==> config.mk <==
export PLATFORM = sky130hd
export DESIGN_NAME = vga_plot_queue
export DESIGN_NICKNAME = d
export VERILOG_FILES = /design/src/rtl/vga_plot_queue.sv
export SDC_FILE = /design/constraint.sdc
export NUM_CORES = 1
export LEC_CHECK = 0
export ABC_CLOCK_PERIOD_IN_PS = 4100
export CAP_MARGIN = 20
export CORE_UTILIZATION = 50
export CTS_BUF_LIST = sky130_fd_sc_hd__clkbuf_2 sky130_fd_sc_hd__clkbuf_4 sky130_fd_sc_hd__clkbuf_8
export DETAILED_ROUTE_END_ITERATION = 8
export PLACE_DENSITY = 0.78
export REMOVE_ABC_BUFFERS = 1
export SLEW_MARGIN = 20
export SYNTH_ARGS = -nofsm -noshare
export SYNTH_HDL_FRONTEND = slang
export SYNTH_SLANG_ARGS = --single-unit
==> constraint.sdc <==
create_clock -name clk -period 4.1 [get_ports clk]
set_clock_uncertainty 0.05 [all_clocks]
set_input_delay 0.41 -clock clk [delete_from_list [all_inputs] [get_ports clk]]
set_output_delay 0.41 -clock clk [all_outputs]
set_load 0.05 [all_outputs]
==> src/rtl/vga_plot_queue.sv <==
// Pixel-write FIFO between the plot mux and vga_adapter: absorbs bursts with
// waitrequest backpressure and replays them at most once every DRAIN_DIV cycles.
module vga_plot_queue #(
  parameter int DEPTH     = 16,
  parameter int DRAIN_DIV = 1
) (
  input  logic                     clk,
  input  logic                     rst_n,
  input  logic                     in_plot,
  input  logic [7:0]               in_x,
  input  logic [6:0]               in_y,
  input  logic [2:0]               in_colour,
  output logic                     waitrequest,
  input  logic                     flush,
  output logic                     out_plot,
  output logic [7:0]               out_x,
  output logic [6:0]               out_y,
  output logic [2:0]               out_colour,
  output logic [$clog2(DEPTH):0]   count,
  output logic                     dropped
);

  localparam int PW = $clog2(DEPTH);
  localparam int CW = PW + 1;
  localparam int DW = (DRAIN_DIV > 1) ? $clog2(DRAIN_DIV) : 1;
  localparam logic [CW-1:0] FULL     = CW'(DEPTH);
  localparam logic [DW-1:0] DIV_LOAD = DW'(DRAIN_DIV - 1);

  logic [17:0]   mem_q [DEPTH];
  logic [PW-1:0] wr_ptr_q, wr_ptr_d;
  logic [PW-1:0] rd_ptr_q, rd_ptr_d;
  logic [CW-1:0] count_q, count_d;
  logic [DW-1:0] div_q, div_d;
  logic          out_plot_q, out_plot_d;
  logic [7:0]    out_x_q, out_x_d;
  logic [6:0]    out_y_q, out_y_d;
  logic [2:0]    out_colour_q, out_colour_d;
  logic          dropped_q, dropped_d;
  logic          in_range;
  logic          push;
  logic          pop;

  // waitrequest depends only on registered occupancy, never on in_plot
  assign waitrequest = (count_q == FULL);

  always_comb begin
    wr_ptr_d     = wr_ptr_q;
    rd_ptr_d     = rd_ptr_q;
    count_d      = count_q;
    div_d        = div_q;
    out_plot_d   = 1'b0;
    out_x_d      = out_x_q;
    out_y_d      = out_y_q;
    out_colour_d = out_colour_q;
    dropped_d    = dropped_q;
    in_range     = (in_x < 8'd160) && (in_y < 7'd120);
    push         = in_plot && !waitrequest && in_range && !flush;
    pop          = (count_q != '0) && (div_q == '0) && !flush;

    if (flush) begin
      wr_ptr_d  = '0;
      rd_ptr_d  = '0;
      count_d   = '0;
      div_d     = '0;
      dropped_d = 1'b0;
    end else begin
      if (in_plot && waitrequest) dropped_d = 1'b1;
      if (push) wr_ptr_d = wr_ptr_q + PW'(1);
      if (pop) begin
        rd_ptr_d = rd_ptr_q + PW'(1);
        {out_x_d, out_y_d, out_colour_d} = mem_q[rd_ptr_q];
        out_plot_d = 1'b1;
        div_d      = DIV_LOAD;
      end else if (div_q != '0) begin
        div_d = div_q - DW'(1);
      end
      // Out-of-range writes are accepted but never occupy a slot
      count_d = count_q + CW'(push) - CW'(pop);
    end
  end

  always_ff @(posedge clk) begin
    if (push) mem_q[wr_ptr_q] <= {in_x, in_y, in_colour};
  end

  always_ff @(posedge clk) begin
    if (!rst_n) begin
      wr_ptr_q     <= '0;
      rd_ptr_q     <= '0;
      count_q      <= '0;
      div_q        <= '0;
      out_plot_q   <= 1'b0;
      out_x_q      <= '0;
      out_y_q      <= '0;
      out_colour_q <= '0;
      dropped_q    <= 1'b0;
    end else begin
      wr_ptr_q     <= wr_ptr_d;
      rd_ptr_q     <= rd_ptr_d;
      count_q      <= count_d;
      div_q        <= div_d;
      out_plot_q   <= out_plot_d;
      out_x_q      <= out_x_d;
      out_y_q      <= out_y_d;
      out_colour_q <= out_colour_d;
      dropped_q    <= dropped_d;
    end
  end

  assign out_plot   = out_plot_q;
  assign out_x      = out_x_q;
  assign out_y      = out_y_q;
  assign out_colour = out_colour_q;
  assign count      = count_q;
  assign dropped    = dropped_q;

endmodule

Yosys cells after proc, flatten, opt, wreduce, memory -nomap -nowiden
Memory sizes are Yosys's and may differ from the RTL's. A register that Yosys moved wholly into a read port is not among the register bits. Cells that the tools add are included.

Flip-flop bits (word level): 16. RAM bits: 288. Input port bits: 22. Memories kept: 1.

$add $sub $neg: 5. Magnitude comparators: 2. Eq/ne operators: 1. Muxes and demuxes: 3. Bitwise gates (word level): 3. Reduce and logical (&&, ||, !) cells: 14.

Memory list: mem_q (depth 16, bits a word 18, read ports 1, clocked after Yosys merged registers in 1, write ports 1, line 29) `logic [17:0] mem_q [DEPTH];`.

Operators by type and width (count): adder 4 x 1 -> 4 bit, second input constant (2); < comparator 8 bit, second input constant (1); logical AND 1 bit (7); < comparator 7 bit, second input constant (1); adder 5 x 1 -> 5 bit (1); == test 5 bit, second input constant (1); nonzero test 5 bit (1); subtractor 5 x 1 -> 5 bit (1); OR reduction 4 bit (1); zero test 1 bit (3); 2-to-1 mux 1 bit (3); NOT 1 bit (3); AND reduction 2 bit (1); OR reduction 2 bit (1); subtractor 1 bit, second input constant (1).

Logic depth before layout (Yosys ltp)
Gate-level depths: netlist of run 1.

Depth after elaboration: 7. Mapped depth: 15. Depth with buffers taken out: 14.

Worst setup path before layout of run 1
No wires, ideal clock.

Path type: flip-flop to flip-flop. From: reg count_q[2], in the netlist count[2]. To: mem mem_q[3][0], enable pin. Library setup time: 0.416 ns. Data arrival time: 3.011 ns. Data required time: 3.634 ns. Setup slack: 0.623 ns. Cell stages (with the launch flop): 8. Buffers on the path: 1. Clock period less this slack: 3.477 ns. Cell sequence: dfxtp_1 > inv_1 > ha_1 > and4bb_4 > and4b_1 > buf_6 > nand2_1 > nor3_1.

Longest elaborated chain between the ends: 7.

Ends and longest elaborated chain: start: declaration (line 32) `logic [CW-1:0] count_q, count_d;`; start signal: assignment (line 100) `count_q <= count_d;`; == test 5 bit (line 44) `assign waitrequest = (count_q == FULL);`; net waitrequest (line 13) `output logic waitrequest,`; zero test 1 bit (line 57) `push = in_plot && !waitrequest && in_range && !flush;`; logical AND 1 bit (3 in series) (line 57); 2-to-1 mux 1 bit (line 83) `if (push) mem_q[wr_ptr_q] <= {in_x, in_y, in_colour};`; 2-to-1 mux 1 bit (not written as such) (line 83); end: declaration (line 29).

The timed path passes the listed nets, and every way through them passes these cells.

Worst setup path in the final report of run 1
From: reg count_q[3], in the netlist count[3]. To: reg count_q[4], in the netlist count[4].

Longest elaborated chain between the ends: 7.

Ends and longest elaborated chain: == test 5 bit (line 44); zero test 1 bit (line 57); logical AND 1 bit (3 in series) (line 57); adder 5 x 1 -> 5 bit (line 78) `count_d = count_q + CW'(push) - CW'(pop);`; subtractor 5 x 1 -> 5 bit (*) (line 78).

Every way passes the cells marked *; elsewhere a longest branch is shown, timed or not. A chain may end at the register's enable or synchronous reset.

==> results list, run 1 <==
* Std cell rows: 57
- The number of antenna diodes in the final layout is 0.
* Headroom to the max-slew limit: 33.7%
- Effective utilization at floorplan: 50.9%
- Slew at the pin closest to its max-slew limit: 995 ps
- Number of clock sinks seen by CTS: 322
* Minimum clock period: 3200 ps
- Total Power: 6.79 mW
- Hold Path Class: register to register
- The first global-routing pass estimated 39,100 um of wire.
- Synthesized cell area: 12,400 um^2
- Post-DP HPWL: 15,000 um
- Number of H-tree branching levels: 2
* Post-placement cell count: 971
- Tracing the worst setup path back leads to its startpoint at count[3].
- Worst slack at placement: 461 ps
- In this run the critical register-to-register path is captured at count[4].
- Across all register-to-register paths, the minimum setup slack is 900 ps.
* Full die area: 25,400 um^2
- Std-Cell Core Area: 24,300 um^2
* WHS: 419 ps
* Setup repair after global routing missed its margin: no
* Launching point of the worst reg2reg path: count[3]
- The number of antenna violations at the first check in global routing is 0.
- In this run, synthesis produced a sequential element count of 322.
* Setup crit end kind: register
- Number of vias per cell: 5.83
- The worst path uses 78.0% of the clock period.
* Area after detailed placement: 13,400 um^2
- Clock latency on the worst-skew pair: 580 ps
- DR DRC count: 0
- At the end of the flow, the number of nets in the layout was 732.
- Setup TNS: 0 ps
- In this run the static leakage power is 4.55 nW.
- Number of global-route vias before repair: 6,727
- From left edge to right edge, the die measures 159 um.
- Dividing the detail-routed wire length by the instance count gives 24.2 um.
* Kind of start point of the critical path: register
- Achievable frequency: 0.313 GHz
- Number of vias after detailed routing: 6,188
* Number of slew-limit violations in the final report: 0
* Portion of the post-synthesis area used by sequential elements: 75.4%
- The number of different library cells used by synthesis comes to 37.
- Post-synth top area share: 69.9%
* Worst setup slack after layout: 901 ps
* Worst Path Arrival: 3570 ps
- Port-buffer cells: 47
- Clock tree synthesis inserted a total of 49 buffers.
* Cells on worst reg2reg path: 14
- The critical path ends at count[4].
- Post-Route WL: 25,700 um
* Dominant cells by area after synthesis: edfxtp_1 (70%), mux4_2 (13%), dfxtp_1 (5.5%)
- Worst-case clock buffer depth: 3
- Across the VDD grid, the largest voltage drop is 293 uV.
- Router iterations before antenna repair: 5
- At the end of the flow the core is filled with cells to 59.7%.
- Clock tree from TritonCTS: done
- Share of final-layout standard cells stronger than drive strength 1: 29.3%
- Die extent in y: 159 um
- DRC violation total after the first TritonRoute iteration: 558
- Run status: finished clean
* Average instance area after synthesis: 20.7 um^2
* Final Non-Filler Cells: 1,061
- Kind of critical path: register to register
- Instance count of the mapped netlist: 597
- Entering global routing, the biggest net connects 36 pins.
* Total setup buffers inserted after CTS: 0
- During I/O placement, the number of pins put on the boundary was 48.
* Power per Cell Area: 468 nW/um^2
- Cell type with the highest aggregate area in the netlist: edfxtp_1
- Synth Warn #: 0
- At the end of routability-driven placement, the weighted congestion stood at 0.774.
* Final Hold Fails: 0
- Number of antenna-violating nets in the routed design: 0
- Along the worst path, the maximum fanout reaches 7.
* Cell at the root of the clock tree: clkbuf_8
- The finished cells cover 14,500 um^2.
- The total overflow left after global routing is 0.
* Hold_buf cts: 0
- The area growth from synthesis to layout is 17.4%.
- Final-report setup violation count: 0
- CTS-repair resized insts: 0
* Clock-pin transition on the worst setup and hold timing paths: 60 ps
- Max-cap violations in this run came to 0.
- Overall Global Routing Usage: 20.9%
- Data required time at the worst endpoint: 4470 ps
[cells in the final DEF, fill, tap and decap left out, drive strengths merged]
| cell type | count |
|---|---|
| or4b | 1 |
| and4b | 1 |
| fa | 1 |
| edfxtp | 288 |
| nor3 | 5 |
| nand2 | 10 |
| dfxtp | 34 |
| bufinv | 4 |
| mux2i | 36 |
| o21ai | 4 |
| nand3 | 22 |
| inv | 15 |
| nand2b | 4 |
| and3 | 2 |
| mux4 | 72 |
| o221ai | 18 |
| conb | 1 |
| xor2 | 3 |
| buf | 33 |
| nor2b | 1 |
| ha | 11 |
| and4bb | 1 |
| nor2 | 22 |
| clkinv | 11 |
| clkdlybuf4s50 | 47 |
| nand3b | 1 |
| nor3b | 1 |
| nand4 | 1 |
| or3 | 2 |
| clkbuf | 73 |
| a21oi | 7 |
| a21o | 1 |
| xnor2 | 4 |
[critical path: stages, from the launching register on]
cell	delay, ps
dfxtp_1	380
inv_1	90
ha_1	210
and4bb_4	220
and4b_1	430
inv_4	70
ha_1	290
inv_1	60
ha_1	160
inv_1	50
fa_1	400
nand2b_1	170
a21oi_1	180
o21ai_0	120
nor3b_1	160
[kinds of logic (layout without fill, tap and decap cells)]
family | Yosys count | in the layout | synth area share [%]
and+or+nand+nor | 74 | 74 | 3.17
buffers and inverters | 43 | 183 | 1.88
muxes | 108 | 108 | 16.0
adders and majority gates | 12 | 12 | 1.27
DFF | 322 | 322 | 75.4
other | 1 | 1 | 0.0303
AOI/OAI and AO/OA | 30 | 30 | 1.78
xor gates and xnor gates | 7 | 7 | 0.495
[layout make-up]
cell class              instances  area, um^2
clock inverters                17         204
well taps                     324         405
clock buffers                  73         911
fillers                      1688        9790
flip-flops and latches        322        9340
multi-input cells             232        2870
repair buffers                 80         756
inverters                      13        51.3
[sequential cells by signal, indices dropped and copies added, names as in the netlist]
| signal | flops |
|---|---|
| div_q | 1 |
| dropped | 1 |
| count | 5 |
| out_plot | 1 |
| wr_ptr_q | 4 |
| out_x | 8 |
| rd_ptr_q | 4 |
| out_y | 7 |
| mem_q | 288 |
| out_colour | 3 |
[Yosys cell counts]
| cell | instances |
|---|---|
| a21o_1 | 1 |
| a21oi_1 | 7 |
| and3_1 | 2 |
| and4b_1 | 1 |
| and4bb_4 | 1 |
| buf_1 | 2 |
| buf_2 | 13 |
| buf_4 | 10 |
| buf_6 | 2 |
| clkbuf_1 | 3 |
| conb_1 | 1 |
| dfxtp_1 | 34 |
| edfxtp_1 | 288 |
| fa_1 | 1 |
| ha_1 | 11 |
| inv_1 | 11 |
| inv_2 | 1 |
| inv_4 | 1 |
| mux2i_1 | 36 |
| mux4_2 | 72 |
| nand2_1 | 9 |
| nand2_2 | 1 |
| nand2b_1 | 4 |
| nand3_1 | 21 |
| nand3_2 | 1 |
| nand3b_4 | 1 |
| nand4_1 | 1 |
| nor2_1 | 22 |
| nor2b_1 | 1 |
| nor3_1 | 5 |
| nor3b_1 | 1 |
| o21ai_0 | 4 |
| o221ai_1 | 18 |
| or3_1 | 2 |
| or4b_4 | 1 |
| xnor2_1 | 4 |
| xor2_1 | 3 |
[how the worst min path moves through the flow]
stage / from / endpoint / slack [ps] / cells past startpoint
after floorplan: wr_ptr_q[1] / wr_ptr_q[1] / 430 / 2
after global placement: dropped / dropped / 400 / 2
after detailed placement: dropped / dropped / 410 / 2
after CTS: in_plot / dropped / 420 / 3
after global routing: in_plot / dropped / 470 / 3
final: dropped / dropped / 420 / 2
[routing by layer]
metal | up-vias | wire [um] | track usage [%]
li1 | 2664 | - | -
met1 | 3230 | 10300 | 27.3
met2 | 243 | 13000 | 34.7
met3 | 51 | 1790 | 4.58
met4 | 0 | 638 | 7.91
met5 | - | 0 | 0
[where the power goes]
part           internal (mW)  leakage (nW)  switching (mW)  total [mW]
Clock                   1.69         0.588            1.21        2.90
Sequential              3.60          2.87          0.0209        3.62
Combinational          0.101          1.10           0.180       0.281
Total                   5.39          4.55            1.41        6.79
(Power assumes the default switching activity.)
==> run 2, diff against run 1 <==
ABC_CLOCK_PERIOD_IN_PS = 3100   (was 4100)
clock period = 3.1 ns   (was 4.1 ns; I/O delays follow)
==> results list, run 2 (synthesized netlist as in run 1, its figures left out) <==
- Run status: finished clean
* Endpoint of the worst hold path: dropped
- Leading cell types in the layout, fill and taps excluded: edfxtp_1 (288), mux4_2 (72), clkbuf_8 (53), clkdlybuf4s50_1 (47), buf_4 (39)
- Die extent in y: 159 um
* Max Cap Violations: 0
- Reg2Reg Capture Point: count[4]
- The detailed router placed 6,339 vias in this run.
- The register with the most flip-flops in the layout has 288 of them.
- R2R setup slack: 140 ps
* Crit path top cell by count: inv_1
- The core region is 24,300 um^2.
* Critical-path cell with the highest stage delay: or4b_4
* Post-Route WL: 26,200 um
- Power spread over the standard cell area amounts to 593 nW/um^2.
- In the global route stage, overall resource usage came out at 21.3%.
* Headroom to the max-slew limit: 54.5%
- The count of buffers added on input and output ports is 47.
* Relative contribution of sequential cells to total power: 55.4%
- Cells on worst reg2reg path: 14
* Number of clock sinks seen by CTS: 322
- In this run the post-CTS setup repair buffer count came out at 0.
- TritonCTS built the clock tree.
* Hold Path Class: input port to register
- Prior to clock tree synthesis, the placed netlist has a worst setup slack of 94.9 ps.
- Most common cell after layout, fill and taps aside: edfxtp_1
- Data required time at the worst endpoint: 3520 ps
- Across all setup checks in the final design, the least slack found is 139 ps.
* Number of slew-limit violations in the final report: 0
- After global routing the overflow that remains totals 0.
- The number of hold violations in the final report was 0.
- At the pin with the least slew margin, the transition time is 681 ps.
* DR DRC count: 0
* Post-DP HPWL: 15,200 um
* Share of final-layout standard cells stronger than drive strength 1: 29.9%
- The first global-routing pass estimated 39,700 um of wire.
- Routability-driven placement finished with a final weighted congestion of 0.782.
- Clock latency on the worst-skew pair: 580 ps
- Switching portion of total power: 21.3%
- Total Power: 8.63 mW
- In the routed layout, each cell is associated on average with a via count of 5.91.
- Leakage power total: 4.56 nW
- Clock-pin transition on the worst setup and hold timing paths: 70 ps
- Portion of total power attributed to combinational logic: 4.5%
* Minimum clock period: 2960 ps
- Cell internal power was estimated by the tool at 6.79 mW.
- Kind of start point of the critical path: register
- Worst-case clock buffer depth: 3
- Fin nets: 746
- The number of antenna violations at the first check in global routing came to 0.
- For the worst setup path, the data arrival time is 3380 ps.
* Final cycle utilization of the critical path: 95.5%
* Die Span X: 159 um
- The worst hold path begins at in_plot.
- The startpoint identified for the worst register-to-register timing path is count[3].
- Kind of critical path: register to register
- Hold-critical path depth: 3
- Achievable frequency: 0.338 GHz
- The number of gates resized after CTS was 0.
* Effective utilization at floorplan: 50.9%
- The worst setup path is captured at a register.
- During I/O placement, the number of pins put on the boundary was 48.
- Hold_buf cts: 0
- Setup violations remaining at the end of the flow were counted as 0.
- VDD sags by at most 379 uV.
- Count of antenna diodes in the layout: 0
- Full die area: 25,400 um^2
* Largest net degree at the start of global routing: 57
- Final hold analysis gives a worst-case slack of 346 ps.
- The count of nets left with antenna violations once routing finished came out at 0.
* Biggest register: mem_q
- DRC violation total after the first TritonRoute iteration: 515
* Routed len/inst: 24.5 um
- Switch Pwr: 1.83 mW
- The tree is rooted in a clkbuf_8.
* Number of buffers created by CTS: 50
- Delay of the slowest cell on the worst path: 480 ps
- The clock network is responsible for 40.1% of the overall power.
- After floorplanning, the core was divided into 57 placement rows.
* Number of H-tree branching levels: 2
- Area overhead of the layout relative to synthesis: 17.5%
- Router iterations before antenna repair: 5
- Maximum fanout count along the critical path: 5
* Number of global-route vias before repair: 6,713
* Chain of cells forming the critical path: inv_1, ha_2, or4b_4, nand2_2, inv_2, ha_1, inv_1, ha_1, inv_1, fa_2, nand2b_1, a21oi_2, nor3_1, nor3b_1
-- run 2: worst max-delay path by stage --
stage	endpoint	cells past startpoint	slack (ps)	start
5_1_grt	count[4]	14	-2	count[3]
2_1_floorplan	out_x[4]	3	-1060	rd_ptr_q[1]
3_3_place_gp	count[4]	13	180	in_y[5]
3_5_place_dp	count[4]	13	90	in_x[5]
4_1_cts	count[4]	14	110	count[3]
6_report	count[4]	14	140	count[3]
-- run 2: cell type report --
class / count / area [um^2]
Sequential cell: 322 / 9340
Timing Repair Buffer: 93 / 903
Fill cell: 1696 / 9770
Multi-Input combinational cell: 232 / 2880
Clock inverter: 15 / 95.1
Tap cell: 324 / 405
Clock buffer: 73 / 880
Inverter: 13 / 51.3
-- run 2: layer usage --
metal  track usage, %  part of all wire (%)
met3             4.04                   7.2
met5                0                     0
met4             7.26                   2.3
met2             35.8                    51
met1             27.9                    40
-- run 2: critical path, delay by kind of cell (launching register included) --
family,cells,cell delay [ps]
buf+inv,4,300
flops,1,340
compound gates,1,150
simple gates,5,1040
fa+ha+maj,4,960
-- run 2: power by group through the flow --
stage	registers (mW)	clock network, mW	logic [mW]
floorplan	4.94	0	0.127
global placement	4.87	0	0.364
detailed placement	4.87	0	0.379
CTS	4.78	3.51	0.381
global route	4.78	3.69	0.411
finish	4.78	3.46	0.385
-- run 2: metrics by stage --
| stage | area (um^2) | instances | TNS (ps) | util (%) |
|---|---|---|---|---|
| finish | 14500 | 1072 | 0 | 59.8 |
| global route | 14500 | 1072 | -1.80 | 59.8 |
| CTS | 14500 | 1072 | 0 | 59.8 |
| detailed placement | 13600 | 984 | 0 | 55.8 |
| global placement | 13600 | 984 | 0 | 55.8 |
| floorplan | 12200 | 567 | -54970 | - |
==> run 3, diff against run 2 <==
ABC_CLOCK_PERIOD_IN_PS = 2600   (was 3100)
CORE_UTILIZATION = 55   (was 50)
PLACE_DENSITY = 0.87   (was 0.78)
clock period = 2.6 ns   (was 3.1 ns; I/O delays follow)
==> results list, run 3 (synthesized netlist as in run 1, its figures left out) <==
* Hold Path Class: input port to register
- For the pin with the worst max-slew slack, the measured transition is 674 ps.
- Worst vdd ir: 470 uV
- TritonCTS built the clock tree.
- Dividing the detail-routed wire length by the instance count gives 25.2 um.
- Area after detailed placement: 13,700 um^2
- For this run, the post-layout net count is 762.
- Achievable frequency: 0.382 GHz
- Biggest register: mem_q
* Number of antenna-violating nets in the routed design: 0
* Share of final-layout standard cells stronger than drive strength 1: 33.4%
- Number of antenna violations at the first check in global routing: 0
* Maximum fanout count along the critical path: 2
* Worst Path Arrival: 2990 ps
- Clock-pin transition on the worst setup and hold timing paths: 60 ps
- The register with the most flip-flops in the layout has 288 of them.
- Setup crit end kind: register
- Final weighted congestion in routability-driven placement: 0.854
- Number of vias per cell: 6.06
- Counting I/O delays and the setup requirement, the final critical path takes 2610 ps.
- Number of slew-limit violations in the final report: 0
* Clock latency on the worst-skew pair: 560 ps
- Entering global routing, the biggest net connects 44 pins.
- The HPWL after detailed placement is 15,900 um.
- Data on the critical path is required at its endpoint by 2970 ps.
- Across all setup checks in the final design, the least slack found is -14.6 ps.
- In this run the deepest clock path goes through 3 buffers.
- Kind of critical path: register to register
- Most common cell after layout, fill and taps aside: edfxtp_1
- Max Cap Violations: 0
- After routing the design area is 14,800 um^2.
* Run status: finished with violations
- Router iterations before antenna repair: 9
* Power per Cell Area: 709 nW/um^2
- Number of inserted filler cells in the final layout: 1,304
* Area overhead of the layout relative to synthesis: 19.6%
* Final cycle utilization of the critical path: 101%
* Leading cell types in the layout, fill and taps excluded: edfxtp_1 (288), mux4_2 (72), clkbuf_8 (53), buf_4 (51), clkdlybuf4s50_1 (47)
- Violations in the final reports: DRC, setup timing
- Area of the multi-input gates: 2930 um^2
- The die covers 23,100 um^2.
- The via count of the first global-routing pass was 7,019.
- Post-Route WL: 26,500 um
- Setup repair after global routing missed its margin: yes
- Number of buffers created by CTS: 49
- The die is 152 um tall.
* Count of antenna diodes in the layout: 0
* Final Hold Fails: 0
* Number of vias after detailed routing: 6,352
* Global route overflow: 0
* Number of clock sinks seen by CTS: 322
- Number of H-tree branching levels: 2
* Die Span X: 152 um
- In the final timing run, aggregate negative setup slack is -14.6 ps.
- Top-level I/O count: 48
- Overall Global Routing Usage: 23.7%
* Global-route wire length before repair: 40,200 um
- Registers take 9340 um^2.
- DRC violation total after the first TritonRoute iteration: 678
- Port buffering added 47 buffers.
- Cell at the root of the clock tree: clkbuf_8
- Setup violations remaining at the end of the flow were counted as 1.
* Leakage power total: 4.71 nW
* Effective utilization at floorplan: 56.4%
- Summing internal, switching and leakage power gives 10.5 mW.
- Headroom to the max-slew limit came out at 55.0%.
* DR DRC count: 9
* Std cell rows: 54
- STA classifies the critical path startpoint as a register.
- The total area inside the core boundary comes to 22,000 um^2.
## run 3: cell types whose count changed in the layout (fill, tap and decap cells not counted), moves of 2 or more
cell      delta
dfxtp_1      -2
buf_4       +12
dfxtp_2      +2
inv_4        +2
clkinv_2     +4
inv_2        +2
inv_1        -4
ha_1         -2
ha_4         +3
buf_12       +5
clkinv_8     +2
## run 3: routing by layer
metal | wire [um] | global-route usage [%] | vias up
met5 | 0 | 0 | -
met4 | 786 | 9.82 | 0
met3 | 2590 | 4.48 | 67
met2 | 13500 | 39.9 | 345
met1 | 9640 | 30.6 | 3222
li1 | - | - | 2718
## run 3: what timing repair did
action	CTS	global route
hold endpoints to repair	0	0
endpoints found under the setup margin	3	2
pin swaps	6	5
buffers inserted	1	2
gates resized for setup	19	1
hold buffers	0	0
## run 3: final timing paths
path	start	cells after the start	slack [ps]	end
max	count[3]	14	-10	count[4]
min	in_plot	3	290	dropped
min reg2reg	dropped	2	430	dropped
max reg2reg	count[3]	14	-10	count[4]
## run 3: critical path: stages (launching register included)
cell and delay (ps):
dfxtp_2 330, inv_2 70, ha_4 130, or4b_4 480
nand2_4 90, inv_4 40, ha_4 210, inv_4 50
ha_4 130, inv_2 40, fa_2 340, nand2b_4 150
a21oi_2 150, o21ai_1 70, nor3b_2 160
## run 3: area by class of cell
cell class | instances | share of cell area [%]
sequential | 322 | 63.1
clock buffer | 73 | 5.94
inverter | 13 | 0.380
clock inverter | 19 | 1.06
timing repair buffer | 110 | 7.39
multi-input combinational | 232 | 19.8
tap | 280 | 2.37
## run 3: power breakdown
| part | total [mW] | switching [mW] | internal (mW) |
|---|---|---|---|
| clock | 4.28 | 1.90 | 2.38 |
| combinational | 0.519 | 0.308 | 0.211 |
| sequential | 5.70 | 0.0269 | 5.67 |
| total | 10.5 | 2.23 | 8.26 |
## run 3: stage by stage
step / instances / setup slack (ps) / util [%] / hold slack [ps]
after global routing: 1049 / -102 / 67.4 / 290
final: 1049 / -14.6 / 67.4 / 287
after global placement: 954 / -357 / 62.3 / 403
after detailed placement: 954 / -468 / 62.3 / 420
after CTS: 1047 / -31.5 / 67.3 / 264
after floorplan: 567 / -1560 / - / 309
